**src/rtl/sgpr_pkg.sv**
```systemverilog
// Shared widths, read-only SGPR address map and queue entry type for the
// scalar register file write-back path.
package sgpr_pkg;

    localparam int SGPR_ADDR_W = 8;
    localparam int SGPR_DATA_W = 64;

    localparam logic [SGPR_ADDR_W-1:0] RO_M0         = 8'h7D;
    localparam logic [SGPR_ADDR_W-1:0] RO_CONST_LO   = 8'h80;
    localparam logic [SGPR_ADDR_W-1:0] RO_CONST_HI   = 8'hE8;
    localparam logic [SGPR_ADDR_W-1:0] RO_SPECIAL_LO = 8'hF0;
    localparam logic [SGPR_ADDR_W-1:0] RO_SPECIAL_HI = 8'hF8;

    typedef struct packed {
        logic [SGPR_ADDR_W-1:0] addr;
        logic [SGPR_DATA_W-1:0] data;
        logic                   is64;
    } sgpr_entry_t;

    function automatic logic is_read_only(input logic [SGPR_ADDR_W-1:0] addr);
        return (addr == RO_M0)
            || (addr >= RO_CONST_LO   && addr <= RO_CONST_HI)
            || (addr >= RO_SPECIAL_LO && addr <= RO_SPECIAL_HI);
    endfunction

    // A 64-bit write covers {addr+1, addr}; a pair wrapping past the top is never legal.
    function automatic logic is_dropped(input logic [SGPR_ADDR_W-1:0] addr, input logic is64);
        logic [SGPR_ADDR_W-1:0] hi;
        hi = addr + SGPR_ADDR_W'(1);
        return is_read_only(addr) || (is64 && ((addr == '1) || is_read_only(hi)));
    endfunction

endpackage

```
**src/rtl/sgpr_writeback_queue_if.sv**
```systemverilog
// Signal bundle between the SALU/operand-fetch side and sgpr_writeback_queue.
// drop_cnt is present only when SGPR_WB_DROP_CNT_EN is defined.
interface sgpr_writeback_queue_if #(
    parameter int ADDR_W = 8,
    parameter int DATA_W = 64,
    parameter int CNT_W  = 3
);
    logic              in_valid;
    logic              in_ready;
    logic [ADDR_W-1:0] in_addr;
    logic [DATA_W-1:0] in_data;
    logic              in_is64;
    logic              rf_hold;
    logic              rf_en_w;
    logic              rf_en_64;
    logic [ADDR_W-1:0] rf_w0;
    logic [DATA_W-1:0] rf_wv;
    logic [ADDR_W-1:0] q0_addr;
    logic [ADDR_W-1:0] q1_addr;
    logic              q0_busy;
    logic              q1_busy;
    logic              drop_err;
    logic [CNT_W-1:0]  count;
`ifdef SGPR_WB_DROP_CNT_EN
    logic [15:0]       drop_cnt;

    modport master (
        output in_valid, in_addr, in_data, in_is64, rf_hold, q0_addr, q1_addr,
        input  in_ready, rf_en_w, rf_en_64, rf_w0, rf_wv, q0_busy, q1_busy, drop_err, count,
               drop_cnt
    );
    modport slave (
        input  in_valid, in_addr, in_data, in_is64, rf_hold, q0_addr, q1_addr,
        output in_ready, rf_en_w, rf_en_64, rf_w0, rf_wv, q0_busy, q1_busy, drop_err, count,
               drop_cnt
    );
`else
    modport master (
        output in_valid, in_addr, in_data, in_is64, rf_hold, q0_addr, q1_addr,
        input  in_ready, rf_en_w, rf_en_64, rf_w0, rf_wv, q0_busy, q1_busy, drop_err, count
    );
    modport slave (
        input  in_valid, in_addr, in_data, in_is64, rf_hold, q0_addr, q1_addr,
        output in_ready, rf_en_w, rf_en_64, rf_w0, rf_wv, q0_busy, q1_busy, drop_err, count
    );
`endif
endinterface

```
**src/rtl/sgpr_wb_fifo.sv**
```systemverilog
// Synchronous FIFO of pending SGPR writes; exposes every slot's valid/addr/is64
// so the owner can run the RAW hazard compare against all queued entries.
module sgpr_wb_fifo
    import sgpr_pkg::*;
#(
    parameter int DEPTH = 4,
    localparam int PTR_W = $clog2(DEPTH),
    localparam int CNT_W = PTR_W + 1
) (
    input  logic                   clk,
    input  logic                   rst_n,
    input  logic                   push_i,
    input  sgpr_entry_t            push_entry_i,
    input  logic                   pop_i,
    output sgpr_entry_t            head_o,
    output logic                   full_o,
    output logic                   empty_o,
    output logic [CNT_W-1:0]       count_o,
    output logic [DEPTH-1:0]       valid_o,
    output logic [DEPTH-1:0]       is64_o,
    output logic [SGPR_ADDR_W-1:0] addr_o [DEPTH]
);
    sgpr_entry_t      mem [DEPTH];
    logic [PTR_W-1:0] wr_ptr_q, rd_ptr_q;
    logic [CNT_W-1:0] count_q;
    logic             do_push, do_pop;

    assign full_o  = (count_q == CNT_W'(DEPTH));
    assign empty_o = (count_q == '0);
    assign count_o = count_q;
    assign head_o  = mem[rd_ptr_q];
    assign do_push = push_i && !full_o;
    assign do_pop  = pop_i && !empty_o;

    always_ff @(posedge clk or negedge rst_n) begin
        if (!rst_n) begin
            wr_ptr_q <= '0;
            rd_ptr_q <= '0;
            count_q  <= '0;
        end else begin
            if (do_push) wr_ptr_q <= wr_ptr_q + PTR_W'(1);
            if (do_pop)  rd_ptr_q <= rd_ptr_q + PTR_W'(1);
            count_q <= count_q + CNT_W'(do_push) - CNT_W'(do_pop);
        end
    end

    // NOTE: storage has no reset; occupancy alone decides which slots are meaningful.
    always_ff @(posedge clk) begin
        if (do_push) mem[wr_ptr_q] <= push_entry_i;
    end

    always_comb begin
        for (int i = 0; i < DEPTH; i++) begin
            logic [PTR_W-1:0] offset;
            offset     = PTR_W'(i) - rd_ptr_q;
            valid_o[i] = CNT_W'(offset) < count_q;
            addr_o[i]  = mem[i].addr;
            is64_o[i]  = mem[i].is64;
        end
    end
endmodule

```
**src/rtl/sgpr_writeback_queue.sv**
```systemverilog
// SGPR write-back queue: filters read-only targets, buffers SALU results and
// drains one RF write per cycle. Optional drop counter: SGPR_WB_DROP_CNT_EN.
module sgpr_writeback_queue
    import sgpr_pkg::*;
#(
    parameter int DEPTH  = 4,
    parameter int ADDR_W = SGPR_ADDR_W,
    parameter int DATA_W = SGPR_DATA_W
) (
    input logic              clock,
    input logic              reset_n,
    sgpr_writeback_queue_if.slave bus
);
    localparam int CNT_W = $clog2(DEPTH) + 1;
    localparam logic [ADDR_W-1:0] ADDR_ONE = ADDR_W'(1);

    logic              accept, drop, push, pop, full, empty;
    sgpr_entry_t       push_entry, head;
    logic [CNT_W-1:0]  count;
    logic [DEPTH-1:0]  ent_valid, ent_is64;
    logic [ADDR_W-1:0] ent_addr [DEPTH];

    logic              rf_en_w_q, rf_en_w_d, rf_en_64_q, rf_en_64_d, drop_err_q, drop_err_d;
    logic [ADDR_W-1:0] rf_w0_q, rf_w0_d;
    logic [DATA_W-1:0] rf_wv_q, rf_wv_d;
    logic              q0_hit, q1_hit;

    // Dropped writes are still handshaken; they simply never enter the FIFO.
    assign accept = bus.in_valid && !full;
    assign drop   = is_dropped(bus.in_addr, bus.in_is64);
    assign push   = accept && !drop;
    assign pop    = !empty && !bus.rf_hold;

    always_comb begin
        push_entry.addr = bus.in_addr;
        push_entry.is64 = bus.in_is64;
        push_entry.data = bus.in_is64 ? bus.in_data
                                      : {{(DATA_W-32){1'b0}}, bus.in_data[31:0]};
    end

    sgpr_wb_fifo #(.DEPTH(DEPTH)) u_fifo (
        .clk          (clock),
        .rst_n        (reset_n),
        .push_i       (push),
        .push_entry_i (push_entry),
        .pop_i        (pop),
        .head_o       (head),
        .full_o       (full),
        .empty_o      (empty),
        .count_o      (count),
        .valid_o      (ent_valid),
        .is64_o       (ent_is64),
        .addr_o       (ent_addr)
    );

    always_comb begin
        rf_en_w_d  = pop;
        rf_en_64_d = pop && head.is64;
        rf_w0_d    = pop ? head.addr : rf_w0_q;
        rf_wv_d    = pop ? head.data : rf_wv_q;
        drop_err_d = accept && drop;
    end

    // NOTE: sequential state uses non-blocking assignments so every register samples pre-edge values.
    always_ff @(posedge clock or negedge reset_n) begin
        if (!reset_n) begin
            rf_en_w_q  <= 1'b0;
            rf_en_64_q <= 1'b0;
            rf_w0_q    <= '0;
            rf_wv_q    <= '0;
            drop_err_q <= 1'b0;
        end else begin
            rf_en_w_q  <= rf_en_w_d;
            rf_en_64_q <= rf_en_64_d;
            rf_w0_q    <= rf_w0_d;
            rf_wv_q    <= rf_wv_d;
            drop_err_q <= drop_err_d;
        end
    end

    // RAW lookup covers every queued entry plus the write currently on the RF port.
    always_comb begin
        q0_hit = rf_en_w_q && ((rf_w0_q == bus.q0_addr) ||
                               (rf_en_64_q && ((rf_w0_q + ADDR_ONE) == bus.q0_addr)));
        q1_hit = rf_en_w_q && ((rf_w0_q == bus.q1_addr) ||
                               (rf_en_64_q && ((rf_w0_q + ADDR_ONE) == bus.q1_addr)));
        for (int i = 0; i < DEPTH; i++) begin
            if (ent_valid[i]) begin
                if ((ent_addr[i] == bus.q0_addr) ||
                    (ent_is64[i] && ((ent_addr[i] + ADDR_ONE) == bus.q0_addr))) q0_hit = 1'b1;
                if ((ent_addr[i] == bus.q1_addr) ||
                    (ent_is64[i] && ((ent_addr[i] + ADDR_ONE) == bus.q1_addr))) q1_hit = 1'b1;
            end
        end
    end

    assign bus.in_ready = !full;
    assign bus.rf_en_w  = rf_en_w_q;
    assign bus.rf_en_64 = rf_en_64_q;
    assign bus.rf_w0    = rf_w0_q;
    assign bus.rf_wv    = rf_wv_q;
    assign bus.q0_busy  = q0_hit;
    assign bus.q1_busy  = q1_hit;
    assign bus.drop_err = drop_err_q;
    assign bus.count    = count;

`ifdef SGPR_WB_DROP_CNT_EN
    logic [15:0] drop_cnt_q, drop_cnt_d;

    always_comb begin
        drop_cnt_d = drop_cnt_q;
        if (accept && drop && (drop_cnt_q != 16'hFFFF)) drop_cnt_d = drop_cnt_q + 16'd1;
    end

    always_ff @(posedge clock or negedge reset_n) begin
        if (!reset_n) drop_cnt_q <= '0;
        else          drop_cnt_q <= drop_cnt_d;
    end

    assign bus.drop_cnt = drop_cnt_q;
`endif
endmodule

```
**src/flat_wrapper.sv**
```systemverilog
// flat-port wrapper written by rule: the top's interface ports become plain ports
module sgpr_writeback_queue_flat import sgpr_pkg::*;
#(
    parameter int DEPTH  = 4,
    parameter int ADDR_W = SGPR_ADDR_W,
    parameter int DATA_W = SGPR_DATA_W
)
  (clock, reset_n, bus_in_valid, bus_in_addr, bus_in_data, bus_in_is64, bus_rf_hold, bus_q0_addr, bus_q1_addr, bus_in_ready, bus_rf_en_w, bus_rf_en_64, bus_rf_w0, bus_rf_wv, bus_q0_busy, bus_q1_busy, bus_drop_err, bus_count);
  sgpr_writeback_queue_if #(.ADDR_W(ADDR_W), .DATA_W(DATA_W), .CNT_W((3))) bus_i ();
  input logic clock;
  input logic reset_n;
  input wire logic [$bits(bus_i.in_valid)-1:0] bus_in_valid;
  input wire logic [$bits(bus_i.in_addr)-1:0] bus_in_addr;
  input wire logic [$bits(bus_i.in_data)-1:0] bus_in_data;
  input wire logic [$bits(bus_i.in_is64)-1:0] bus_in_is64;
  input wire logic [$bits(bus_i.rf_hold)-1:0] bus_rf_hold;
  input wire logic [$bits(bus_i.q0_addr)-1:0] bus_q0_addr;
  input wire logic [$bits(bus_i.q1_addr)-1:0] bus_q1_addr;
  output wire logic [$bits(bus_i.in_ready)-1:0] bus_in_ready;
  output wire logic [$bits(bus_i.rf_en_w)-1:0] bus_rf_en_w;
  output wire logic [$bits(bus_i.rf_en_64)-1:0] bus_rf_en_64;
  output wire logic [$bits(bus_i.rf_w0)-1:0] bus_rf_w0;
  output wire logic [$bits(bus_i.rf_wv)-1:0] bus_rf_wv;
  output wire logic [$bits(bus_i.q0_busy)-1:0] bus_q0_busy;
  output wire logic [$bits(bus_i.q1_busy)-1:0] bus_q1_busy;
  output wire logic [$bits(bus_i.drop_err)-1:0] bus_drop_err;
  output wire logic [$bits(bus_i.count)-1:0] bus_count;
  assign bus_i.in_valid = bus_in_valid;
  assign bus_i.in_addr = bus_in_addr;
  assign bus_i.in_data = bus_in_data;
  assign bus_i.in_is64 = bus_in_is64;
  assign bus_i.rf_hold = bus_rf_hold;
  assign bus_i.q0_addr = bus_q0_addr;
  assign bus_i.q1_addr = bus_q1_addr;
  assign bus_in_ready = bus_i.in_ready;
  assign bus_rf_en_w = bus_i.rf_en_w;
  assign bus_rf_en_64 = bus_i.rf_en_64;
  assign bus_rf_w0 = bus_i.rf_w0;
  assign bus_rf_wv = bus_i.rf_wv;
  assign bus_q0_busy = bus_i.q0_busy;
  assign bus_q1_busy = bus_i.q1_busy;
  assign bus_drop_err = bus_i.drop_err;
  assign bus_count = bus_i.count;
  sgpr_writeback_queue #(.DEPTH(DEPTH), .ADDR_W(ADDR_W), .DATA_W(DATA_W)) u_core (.clock(clock), .reset_n(reset_n), .bus(bus_i));
endmodule
```
**config.mk**
```make
export PLATFORM = sky130hd
export DESIGN_NAME = sgpr_writeback_queue_flat
export DESIGN_NICKNAME = d
export VERILOG_FILES = /design/src/rtl/sgpr_pkg.sv /design/src/rtl/sgpr_writeback_queue_if.sv /design/src/rtl/sgpr_wb_fifo.sv /design/src/rtl/sgpr_writeback_queue.sv /design/src/flat_wrapper.sv
export SDC_FILE = /design/constraint.sdc
export NUM_CORES = 1
export LEC_CHECK = 0
export ABC_AREA = 1
export CAP_MARGIN = 20
export CORE_AREA = 2 2 199 201
export CTS_BUF_LIST = sky130_fd_sc_hd__clkbuf_8
export CTS_CLUSTER_DIAMETER = 60
export CTS_CLUSTER_SIZE = 28
export DETAILED_ROUTE_END_ITERATION = 12
export DIE_AREA = 0 0 201 203
export PLACE_DENSITY = 0.71
export SYNTH_ARGS = -nofsm -noshare
export SYNTH_HDL_FRONTEND = slang
export SYNTH_SLANG_ARGS = --single-unit
export TNS_END_PERCENT = 5
```
**constraint.sdc**
```tcl
create_clock -name clock -period 4 [get_ports clock]
set_input_delay 0.4 -clock clock [delete_from_list [all_inputs] [get_ports clock]]
set_output_delay 0.4 -clock clock [all_outputs]
set_load 0.05 [all_outputs]
```
# ---- Word level (Yosys, flattened, before mapping)
# Memories as Yosys holds them, arrays and structs flattened.
# Cells that the tools add are included.
dict set report word_totals {
  reg_bits 82
  mem_bits_rw 292
  input_bits 93
  output_inout_bits 81
  memories 1
}
# memory depth word_bits rd rd_ports_with_merged_regs wr line
set memory_table {}
lappend memory_table {u_core.u_fifo.mem 4 73 5 0 1 sgpr_wb_fifo.sv:23} ;# sgpr_entry_t mem [DEPTH];
dict set report op_classes {
  n_addsub 14
  order_cmp 12
  n_eq_ne 24
  mux 19
  n_reduce_logical 45
}
# op count
set op_table {}
lappend op_table {{equality test 8 bit} 20}
lappend op_table {{2-to-1 mux 64 bit} 1}
lappend op_table {{adder 8 x 1 -> 8 bit (second input constant)} 6}
lappend op_table {{>= comparator 8 bit (second input constant)} 4}
lappend op_table {{less-or-equal comparator 8 bit (second input constant)} 4}
lappend op_table {{logical AND 1 bit} 24}
lappend op_table {{2-to-1 mux 1 bit} 18}
lappend op_table {{equality test 8 x 7 -> 1 bit (second input constant)} 2}
lappend op_table {{logical OR 1 bit} 16}
lappend op_table {{< comparator 2 x 3 -> 1 bit} 4}
lappend op_table {{equality test 8 bit (second input constant)} 1}
lappend op_table {{adder 2 x 1 -> 2 bit (second input constant)} 2}
lappend op_table {{logical NOT 1 bit} 4}
lappend op_table {{subtractor 1 x 2 -> 2 bit (first input constant)} 2}
lappend op_table {{subtractor 2 bit (first input constant)} 2}
lappend op_table {{adder 3 x 1 -> 3 bit} 1}
lappend op_table {{equality test 3 bit (second input constant)} 1}
lappend op_table {{logical NOT 3 bit} 1}
lappend op_table {{subtractor 3 x 1 -> 3 bit} 1}

# ---- Longest topological paths before layout
# Gate-level depths: netlist of run 1.
dict set report logic_depth {
  depth_word 13
  mapped_depth 18
}

# ---- By module
# Synthesis of run 1 repeated with hierarchy kept, for this count alone.
dict set report hier_totals {
  cells_unflattened 1808
  hier_area_um2 18278.8
}
# module instances cells_per_inst area_per_inst_um2
set by_module_without_submodules {}
lappend by_module_without_submodules {sgpr_wb_fifo 1 837 11981.5}
lappend by_module_without_submodules {sgpr_writeback_queue 1 971 6297.3}

# ---- Worst setup path before layout of run 1
# OpenSTA, ideal clock, no wires.
dict set report synth_path {
  path_type {flip-flop to flip-flop}
  from {register u_core.u_fifo.count_q[1], in the netlist u_core.u_fifo.count_o[1]}
  to {memory u_core.u_fifo.mem[0][0] in the netlist's numbering, enable pin}
  setup_time_ps 505
  arrival_ps 4644
  t_required_ps 3495
  setup_slack_ps -1149
  stages_incl_launch_ff 7
  period_less_slack_ps 5149
  cell_sequence {dfrtp_1 nor2_1 nand2_1 nand2_1 inv_1 nand3_4 nor2_1}
}
dict set report synth_via {
  elab_chain_len 7
}
# element line
set synth_lines {}
lappend synth_lines {{from (decl)} sgpr_wb_fifo.sv:25} ;# logic [CNT_W-1:0] count_q;
lappend synth_lines {{from (signal assigned)} sgpr_wb_fifo.sv:43} ;# count_q <= count_q + CNT_W'(do_push) - CNT_W'(do_pop);
lappend synth_lines {{equality test 3 bit (*)} sgpr_wb_fifo.sv:28} ;# assign full_o = (count_q == CNT_W'(DEPTH));
lappend synth_lines {{logical NOT 1 bit (*)} -}
lappend synth_lines {{named net bus_in_ready} flat_wrapper.sv:19} ;# output wire logic [$bits(bus_i.in_ready)-1:0] bus_in_ready;
lappend synth_lines {{logical AND 1 bit} sgpr_writeback_queue.sv:29} ;# assign accept = bus.in_valid && !full;
lappend synth_lines {{logical AND 1 bit} sgpr_writeback_queue.sv:31} ;# assign push = accept && !drop;
lappend synth_lines {{logical AND 1 bit (*)} sgpr_wb_fifo.sv:32} ;# assign do_push = push_i && !full_o;
lappend synth_lines {{2-to-1 mux 1 bit (*)} sgpr_wb_fifo.sv:49} ;# if (do_push) mem[wr_ptr_q] <= push_entry_i;
lappend synth_lines {{2-to-1 mux 1 bit (implied by the code) (*)} sgpr_wb_fifo.sv:49}
lappend synth_lines {{to (decl)} sgpr_wb_fifo.sv:23}
# The timed path passes the listed nets; every way through them passes the cells marked *.

==> results of run 1 <==
-- worst paths after layout --
kind	cells after the start	endpoint	slack [ns]	start
worst max-delay path	15	bus_q1_busy	0.81	u_core.u_fifo.mem[3][65]
worst min-delay path	3	u_core.bus.drop_err	0.18	bus_in_is64
worst max register to register	11	u_core.u_fifo.count_o[2]	1.66	u_core.u_fifo.count_o[1]
worst min register to register	1	u_core.bus.rf_wv[26]	0.52	u_core.bus.rf_wv[26]
max in group asynchronous	3	u_core.bus.rf_wv[54]	2.62	reset_n
min in group asynchronous	2	u_core.bus.rf_wv[12]	0.46	reset_n
-- repair_timing --
| item | CTS | global route |
|---|---|---|
| setup buffers | 0 | 0 |
| endpoints found under the hold margin | 59 | 0 |
| hold buffers | 1 | 0 |
| gates resized for setup | 0 | 0 |
-- layer usage --
| layer | global-route usage (%) | vias up | share of wire (%) |
|---|---|---|---|
| met5 | 0 | - | 0.055 |
| li1 | - | 5634 | - |
| met4 | 7.59 | 4 | 3.6 |
| met2 | 34.2 | 361 | 48 |
| met1 | 26.9 | 5618 | 42 |
| met3 | 3.10 | 89 | 6.1 |
-- per-stage QoR --
step / setup TNS, ns / hold slack (ns)
floorplan: -251.70 / 0.104
global placement: 0 / 0.490
detailed placement: 0 / 0.496
CTS: 0 / 0.149
global route: 0 / 0.162
finish: 0 / 0.176
-- synth_stat cells --
library cell	n	area share, %
or2_2	6	0.22
o21ai_0	13	0.38
o2111ai_1	2	0.10
xnor2_1	50	2.6
nand3b_1	3	0.13
ha_1	20	1.5
and3_1	1	0.037
a21oi_1	19	0.56
o211ai_1	1	0.044
inv_1	117	2.6
xor2_1	38	1.9
buf_2	38	1.1
nor2_2	10	0.37
buf_6	8	0.53
a221oi_1	2	0.10
nand3_2	2	0.12
nand3_1	62	1.8
clkbuf_1	14	0.31
nand2_1	559	12
o21bai_1	1	0.044
a22oi_1	2	0.088
buf_4	3	0.13
and2_0	1	0.037
nor4_1	2	0.073
dfrtp_1	82	12
nand2_2	2	0.073
nand4_1	83	3.0
edfxtp_1	292	51
buf_1	1	0.022
nor3_1	7	0.20
nand3_4	1	0.10
a21boi_0	3	0.13
inv_2	3	0.066
mux2_2	67	4.4
nor2_1	77	1.7
fa_1	1	0.12
-- kinds of logic after synthesis --
kind of cell             count (synthesis)  synth area share (%)
AND/OR/NAND/NOR                        816                  20.1
adder cells (fa/ha/maj)                 21                  1.58
multiplexers                            67                  4.41
buffers and inverters                  184                  4.73
flip-flops                             374                  63.2
AO/OA/AOI/OAI                           43                  1.45
XOR/XNOR                                88                  4.50
-- power by group through the flow --
| stage | logic (uW) | registers [uW] | clock network [uW] |
|---|---|---|---|
| 2_1_floorplan | 2360 | 6670 | 0 |
| 3_3_place_gp | 5440 | 5440 | 0 |
| 5_1_grt | 5890 | 5450 | 2480 |
| 4_1_cts | 5520 | 5370 | 2350 |
| 6_report | 5470 | 5360 | 2280 |
| 3_5_place_dp | 5500 | 5450 | 0 |
-- registers in the layout (all words and copies together), names as in the netlist --
name / cells
u_core.bus.rf_wv: 64
u_core.bus.rf_w0: 8
u_core.u_fifo.count_o: 3
u_core.bus.rf_en_64: 1
u_core.bus.rf_en_w: 1
u_core.bus.drop_err: 1
u_core.u_fifo.mem: 292
u_core.u_fifo.wr_ptr_q: 2
u_core.u_fifo.rd_ptr_q: 2
-- layout by cell type (no fill, tap or decap), types with 8 or more instances in the layout --
master / instances
buf_12: 8
buf_4: 13
dfrtp_1: 82
edfxtp_1: 292
nand3_1: 62
o21ai_0: 13
inv_1: 118
a21oi_1: 19
nand2_1: 559
clkbuf_8: 27
nand4_1: 83
xnor2_1: 50
clkdlybuf4s50_1: 169
nor2_1: 73
xor2_1: 38
nor2_4: 8
mux2_2: 67
ha_1: 20
-- worst max-delay path, delay by kind of cell, from the launching register on --
kind	cells	cell delay [ns]
DFF	1	0.55
buffers and inverters	3	0.40
and+or+nand+nor	11	0.95
adders and majority gates	1	0.27
-- cell type report --
type | instances | area, um^2
flip-flops and latches | 374 | 10800
clock buffers | 27 | 372
diodes | 3 | 7.51
fillers | 3340 | 18400
inverters | 120 | 450
well taps | 518 | 648
multi-input cells | 1035 | 5540
repair buffers | 192 | 1960
clock inverters | 21 | 304
==> metrics.txt, run 1 <==
status completed; ratio of final minimum period to clock period approximately four fifths; Worst slew margin 34.6%; global-route wire length before repair 65000 um; CTS tree done; die area around 40000 um^2; crit path kind register to primary output; Pint 7630 uW; utilization after layout a little over half; PD cells 651 nW/um^2; post-DP HPWL 27200 um; CP max FO 6; worst skew pair latency 0.61 ns; Gate power share 41.7%; antenna violations before repair 4; std cell rows 72; GRT Total Usage 20.4%; DRT iter0 DRCs between 900 and 1000; width of the die around 200 um; nets@finish between 1500 and 2000; largest net degree at the start of global routing 83; fmax between 0.3 and 0.4 GHz; crit path DAT ~2.8 ns; htree depth 1; Final Hold Viols 0; remaining antenna violation count 0; Max Cap Viol 0; First-pass DRT Iterations 5; fin cells around 2300; Synth Instances between 1500 and 2000; residual DRC count 0; total power draw ~13000 uW; Setup violations, final 0; CTS Buf Count 26; count of cell types in the netlist 36; register bit total from synthesis between 300 and 400; sequential fraction of the synthesis area between 60% and 70%; Die H ~200 um; number of port buffers approximately 170; critical-path cell list ha_1, inv_1, nor2_1, nand3_1, inv_1, nand2_1, nand2_1, nor2_1, nand3_1, nand2_1, nand2_1, nand2_1, nor2_1, nand2_1, buf_4; register share of total power between 40% and 50%; CP Launch Type register; Critical Path End Type primary output; sw power 5470 uW; vias in the first global route about 12000; Ports roughly 170; Clock Skew 0.0370 ns; Clock power frac 17.4%; Req. time, crit path 3.60 ns; Leak between 0.007 and 0.008 uW; Worst-Margin Slew 0.981 ns; Starting Density between 40% and 50%; Clk pin slew, worst setup/hold paths between 0.1 and 0.15 ns; Post-Syn Area approximately 17000 um^2; area grow syn2layout 17.4%; cell with the largest stage delay on the worst path edfxtp_1; Final Worst Setup Slack between 0.8 and 0.9 ns; Max clock buf depth 3; vias per cell around 5; layout cell share with drive strength beyond 1 a little under a tenth; Root Buffer clkbuf_8; most used cell, CP nand2_1; minimum clock period about 3.2 ns; syn nets roughly 1700; fin. max-slew vios 0; Crit path largest cell delay roughly 0.55 ns; dpl cells 2238; YS warnings 0; Placer Congestion about 0.91; post-route cell area ~20000 um^2; total grt overflow 0; Worst VDD drop between 0.5 and 0.6 mV; core footprint about 38000 um^2; HP Class primary input to register; DP Worst Slack between 0.4 and 0.5 ns; wire per inst ~18 um; Sw Ratio 41.7%; RSZ-0062 raised after global routing no; final wirelength 41800 um; clk sinks roughly 370; syn avg cell area between 10 and 15 um^2; dpl cell area 19400 um^2; via count between 10000 and 15000
No activity file was read; power rests on OpenSTA's default activity.
==> run 2, diff against run 1 <==
Settings changed: PLACE_DENSITY 0.71 to 0.69.
Clock period 4 ns to 3 ns, I/O delays scaled along.
==> run 2 against run 1 <==
  * Routed wire length grew 2.8%
  * Worst setup slack lost 0.65 ns
  * Clock power grew 36%
  * Sequential power grew 33%
  * Sequential cell count is the same
  * Critical path type unchanged
  * Critical endpoint unchanged
  * Largest cell class unchanged
  * Largest power group unchanged
==> metrics.txt, run 2 (same netlist as run 1, synthesis figures left out) <==
fin cells 2356 (+2.9%); largest net degree at the start of global routing 83 (unchanged); CP max FO 4 (-2); number of port buffers 173 (unchanged); crit path DAT 2.55 ns (-0.24 ns); setup_tns 0 ns (unchanged); Crit path largest cell delay 0.44 ns (-0.11 ns); met2 Use GR 34.7% (+0.54 points); critical-path cell list ha_2, nand3_1, inv_1, nand3_1, xnor2_1, nand3_1, nand2_1, nand2_1, nand2_1, nor2_1, nand2_1, buf_6; nets@finish 1930 (+3.6%); Root Buffer clkbuf_8; fin. max-slew vios 0 (unchanged); antenna violations before repair 3 (-1); commonest cells after routing, fill and taps aside 556 x nand2_1, 292 x edfxtp_1, 169 x clkdlybuf4s50_1; fmax 0.351 GHz; post-route cell area 20800 um^2 (+3.3%); commonest non-fill, non-tap cell in the layout nand2_1; GRT Total Usage 20.8% (+0.43 points); status completed; crit path kind register to primary output; global route hottest layer met2; post-DP HPWL 29400 um (+8.1%); M3 GR Usage 2.99% (-0.11 points); die area 40800 um^2 (unchanged); minimum clock period 2.85 ns; ratio of final minimum period to clock period a little over nine tenths; Leak 0.00828 uW (+4.4%); vias per cell 5.11 (about the same); global-route wire length before repair 66300 um (+2.0%); total grt overflow 0 (unchanged); area grow syn2layout 21.3%; Worst-Margin Slew 0.961 ns (-0.0196 ns); Max Cap Viol 0 (unchanged); remaining antenna violation count 0 (unchanged); CTS tree done; Reg with most FFs u_core.u_fifo.mem; std cell rows 72 (unchanged); First-pass DRT Iterations 5 (unchanged); WP buf/inv 2 (-1); HP Class primary input to register; DRT iter0 DRCs 940 (-0.53%); Setup violations, final 0 (unchanged); Final Hold Viols 0 (unchanged); PD cells 853 nW/um^2 (+31%); Worst slew margin 35.9% (+1.3 points); Starting Density 44.5% (unchanged); dpl cell area 19800 um^2 (+1.9%); final wirelength 42900 um (+2.8%); max reg flops 292 (unchanged); Clk pin slew, worst setup/hold paths 0.13 ns (about the same); residual DRC count 0 (unchanged); htree depth 1 (unchanged); Worst VDD drop 0.794 mV (+45%); core footprint 38500 um^2 (unchanged); Clock Skew 0.0252 ns (-0.0118 ns); Max clock buf depth 3 (unchanged); CP top delay family simple AND/OR/NAND/NOR gates; RSZ-0062 raised after global routing yes; worst skew pair latency 0.60 ns (about the same); layout cell share with drive strength beyond 1 13.7% (+4.4 points); GRT met1 Usage 27.6% (+0.62 points); CP Launch Type register; Critical Path End Type primary output; cell with the largest stage delay on the worst path edfxtp_1; dpl cells 2282 (+2.0%); via count 12000 (+2.9%); CTS Buf Count 26 (unchanged); vias in the first global route 11900 (+1.4%); width of the die 201 um (unchanged); most used cell, CP nand2_1; Ports 174 (unchanged); clk sinks 374 (unchanged); wire per inst 18.2 um (about the same); Req. time, crit path 2.70 ns (-0.90 ns); Placer Congestion 0.948 (+4.4%); Die H 203 um (unchanged)
[run 2: cell count changes in the layout (fill, tap and decap cells not counted), sizes merged]
cell    delta
buf       +67
diode      -1
inv        -1
clkinv     +1
[run 2: area by class of cell]
type	count	area [um^2]
flip-flops and latches	374	10800
clock inverters	21	343
clock buffers	27	372
repair buffers	259	2520
diodes	2	5.00
fillers	3288	17700
multi-input cells	1035	5610
well taps	518	648
inverters	120	450
[run 2: power breakdown]
group | switching [uW] | internal [uW]
logic | 4840 | 2630
clock network | 1950 | 1150
registers | 609 | 6530
[run 2: timing repair]
action,4_1_cts,5_1_grt
endpoints found under the hold margin,73,0
hold buffers,1,0
cloned,0,0
gates resized for setup,3,19
setup buffers,8,14
pin swaps,0,2
endpoints found under the setup margin,2,2
[run 2: worst paths after layout]
kind | from | endpoint | slack (ns) | cells after the start
worst max-delay path | u_core.u_fifo.mem[1][65] | bus_q1_busy | 0.15 | 12
worst min-delay path | bus_in_is64 | u_core.bus.drop_err | 0.13 | 4
worst max register to register | u_core.u_fifo.count_o[2] | u_core.u_fifo.count_o[2] | 0.88 | 10
worst min register to register | u_core.bus.rf_wv[61] | u_core.bus.rf_wv[61] | 0.52 | 1
max in group asynchronous | reset_n | u_core.bus.rf_w0[0] | 1.98 | 4
min in group asynchronous | reset_n | u_core.bus.rf_wv[39] | 0.15 | 2
[run 2: per-layer routing]
layer  vias to the layer above  part of all wire, %
met4                         2                  3.4
met1                      5753                   43
met3                        92                  6.4
met5                         -                0.023
li1                       5777                    -
met2                       425                   47
[run 2: tightest hold or removal path: stages]
cell     delay, ns
buf_2         0.13
nand2_2       0.10
buf_4         0.12
a21oi_1       0.05
[run 2: metrics by stage]
stage                     utilization (%)  hold slack [ns]  worst slack, ns  total power [uW]
after floorplan                         -          0.00441           0.0977             12000
after global placement               51.4            0.492          -0.0872             14600
after detailed placement             51.4            0.495          -0.0966             14700
after CTS                            53.5           0.0805          0.00441             17800
after global routing                 54.0            0.114          -0.0144             18700
final                                54.0            0.129            0.154             17700
==> run 3, diff against run 2 <==
Settings changed: CAP_MARGIN 20 to not set, SKIP_LAST_GASP set to 1, SLEW_MARGIN set to 5.
==> run 3 against run 2 <==
  * Worst setup slack got worse by 0.020 ns
  * Global-route usage did not move
  * Fmax fell by 0.71%
  * Critical endpoint unchanged
  * Critical path type unchanged
==> metrics.txt, run 3 (same netlist as run 1, synthesis figures left out) <==
DRT iter0 DRCs 980 (+4.3%); PD cells 854 nW/um^2 (+0.14%); fin. max-slew vios 0 (unchanged); dpl cells 2282 (unchanged); Worst slew margin 28.7% (-7.3 points); Clk pin slew, worst setup/hold paths 0.13 ns (about the same); commonest non-fill, non-tap cell in the layout nand2_1; antenna violations before repair 3 (unchanged); clk sinks 374 (unchanged); filler instances 3290 (+0.061%); residual DRC count 0 (unchanged); wire per inst 18.2 um (about the same); Critical Path End Type primary output; crit path DAT 2.57 ns (+0.02 ns); commonest cells after routing, fill and taps aside 556 x nand2_1, 292 x edfxtp_1, 169 x clkdlybuf4s50_1; utilization after layout 53.9% (-0.072 points); CP Launch Type register; GRT Total Usage 20.8% (unchanged); std cell rows 72 (unchanged); Die H 203 um (unchanged); worst skew pair latency 0.61 ns (about the same); CP max FO 4 (unchanged); number of port buffers 173 (unchanged); HP Class primary input to register; total grt overflow 0 (unchanged); Req. time, crit path 2.70 ns (about the same); RSZ-0062 raised after global routing yes; htree depth 1 (unchanged); Max clock buf depth 3 (unchanged); die area 40800 um^2 (unchanged); max reg flops 292 (unchanged); global route hottest layer met2; Clock Skew 0.0220 ns (-0.00322 ns); Max Cap Viol 0 (unchanged); layout cell share with drive strength beyond 1 13.6% (-0.10 points); Ports 174 (unchanged); vias per cell 5.11 (-0.17%); Placer Congestion 0.948 (unchanged); post-DP HPWL 29400 um (unchanged); remaining antenna violation count 0 (unchanged); M3 GR Usage 2.99% (unchanged); Worst VDD drop 0.795 mV (+0.17%); Root Buffer clkbuf_8; GRT met1 Usage 27.6% (unchanged); Final Hold Viols 0 (unchanged); width of the die 201 um (unchanged); final wirelength 42900 um (about the same); Leak 0.00827 uW (-0.13%); core footprint 38500 um^2 (unchanged); met2 Use GR 34.7% (unchanged); CTS Buf Count 26 (unchanged); Starting Density 44.5% (unchanged); global-route wire length before repair 66300 um (unchanged); Setup violations, final 0 (unchanged); Worst-Margin Slew 1.07 ns (+0.109 ns); minimum clock period 2.87 ns (+0.0202 ns); First-pass DRT Iterations 6 (+1); area grow syn2layout 21.1%; CTS tree done; setup_tns 0 ns (unchanged); fin cells 2355 (-0.042%); crit path kind register to primary output; status completed; Reg with most FFs u_core.u_fifo.mem; via count 12000 (-0.22%); nets@finish 1929 (-0.052%); largest net degree at the start of global routing 83 (unchanged); ratio of final minimum period to clock period 95.5% (+0.67 points); vias in the first global route 11900 (unchanged); fmax 0.349 GHz (-0.71%)
[run 3: report_power, final]
| group | switching [uW] | leakage, uW | internal (uW) |
|---|---|---|---|
| combinational | 4840 | 0.00427 | 2620 |
| sequential | 611 | 0.00365 | 6530 |
| clock | 1960 | 0.000348 | 1150 |
[run 3: final timing paths]
path | cells past startpoint | slack, ns | end | from
worst min-delay path | 4 | 0.13 | u_core.bus.drop_err | bus_in_is64
worst max register to register | 10 | 0.87 | u_core.u_fifo.count_o[2] | u_core.u_fifo.count_o[2]
worst max-delay path | 12 | 0.13 | bus_q1_busy | u_core.u_fifo.mem[1][65]
max in group asynchronous | 3 | 1.76 | u_core.bus.rf_w0[0] | reset_n
min in group asynchronous | 2 | 0.41 | u_core.bus.rf_wv[39] | reset_n
worst min register to register | 1 | 0.52 | u_core.bus.rf_wv[9] | u_core.bus.rf_wv[9]
[run 3: layout make-up]
| class | instances | area, um^2 | area share [%] |
|---|---|---|---|
| multi-input cells | 1035 | 5610 | 27.0 |
| well taps | 518 | 648 | 3.12 |
| clock buffers | 27 | 372 | 1.79 |
| clock inverters | 21 | 343 | 1.65 |
| inverters | 120 | 450 | 2.17 |
| diodes | 2 | 5.00 | 0.0241 |
| repair buffers | 258 | 2490 | 12.0 |
| flip-flops and latches | 374 | 10800 | 52.2 |
[run 3: routing by layer]
layer  vias up  wire length, um
li1       5779                -
met1      5746            18500
met2       397            20300
met3        99             2660
met4         2             1490
met5         -               10
[run 3: through the flow]
| stage | hold WS [ns] | area (um^2) | power (uW) | setup WS, ns |
|---|---|---|---|---|
| floorplan | 0.00441 | 17200 | 12000 | 0.0977 |
| global placement | 0.492 | 19800 | 14600 | -0.0872 |
| detailed placement | 0.495 | 19800 | 14700 | -0.0966 |
| CTS | 0.0805 | 20600 | 17800 | -0.00442 |
| global route | 0.114 | 20700 | 18600 | -0.0144 |
| finish | 0.128 | 20700 | 17700 | 0.134 |
[run 3: critical path, stage by stage (launching register included)]
cell	delay, ns
edfxtp_1	0.45
ha_2	0.24
nand3_1	0.16
inv_1	0.12
nand3_1	0.13
xnor2_1	0.20
nand3_1	0.11
nand2_1	0.14
nand2_1	0.07
nand2_1	0.07
nor2_1	0.04
nand2_1	0.08
buf_6	0.17
[run 3: what timing repair did]
item	in CTS	in global routing
endpoints found under the setup margin	2	2
endpoints found under the hold margin	73	0
cloned	0	0
gates resized for setup	2	19
pin swaps	0	2
hold buffers	1	0
setup buffers	8	14
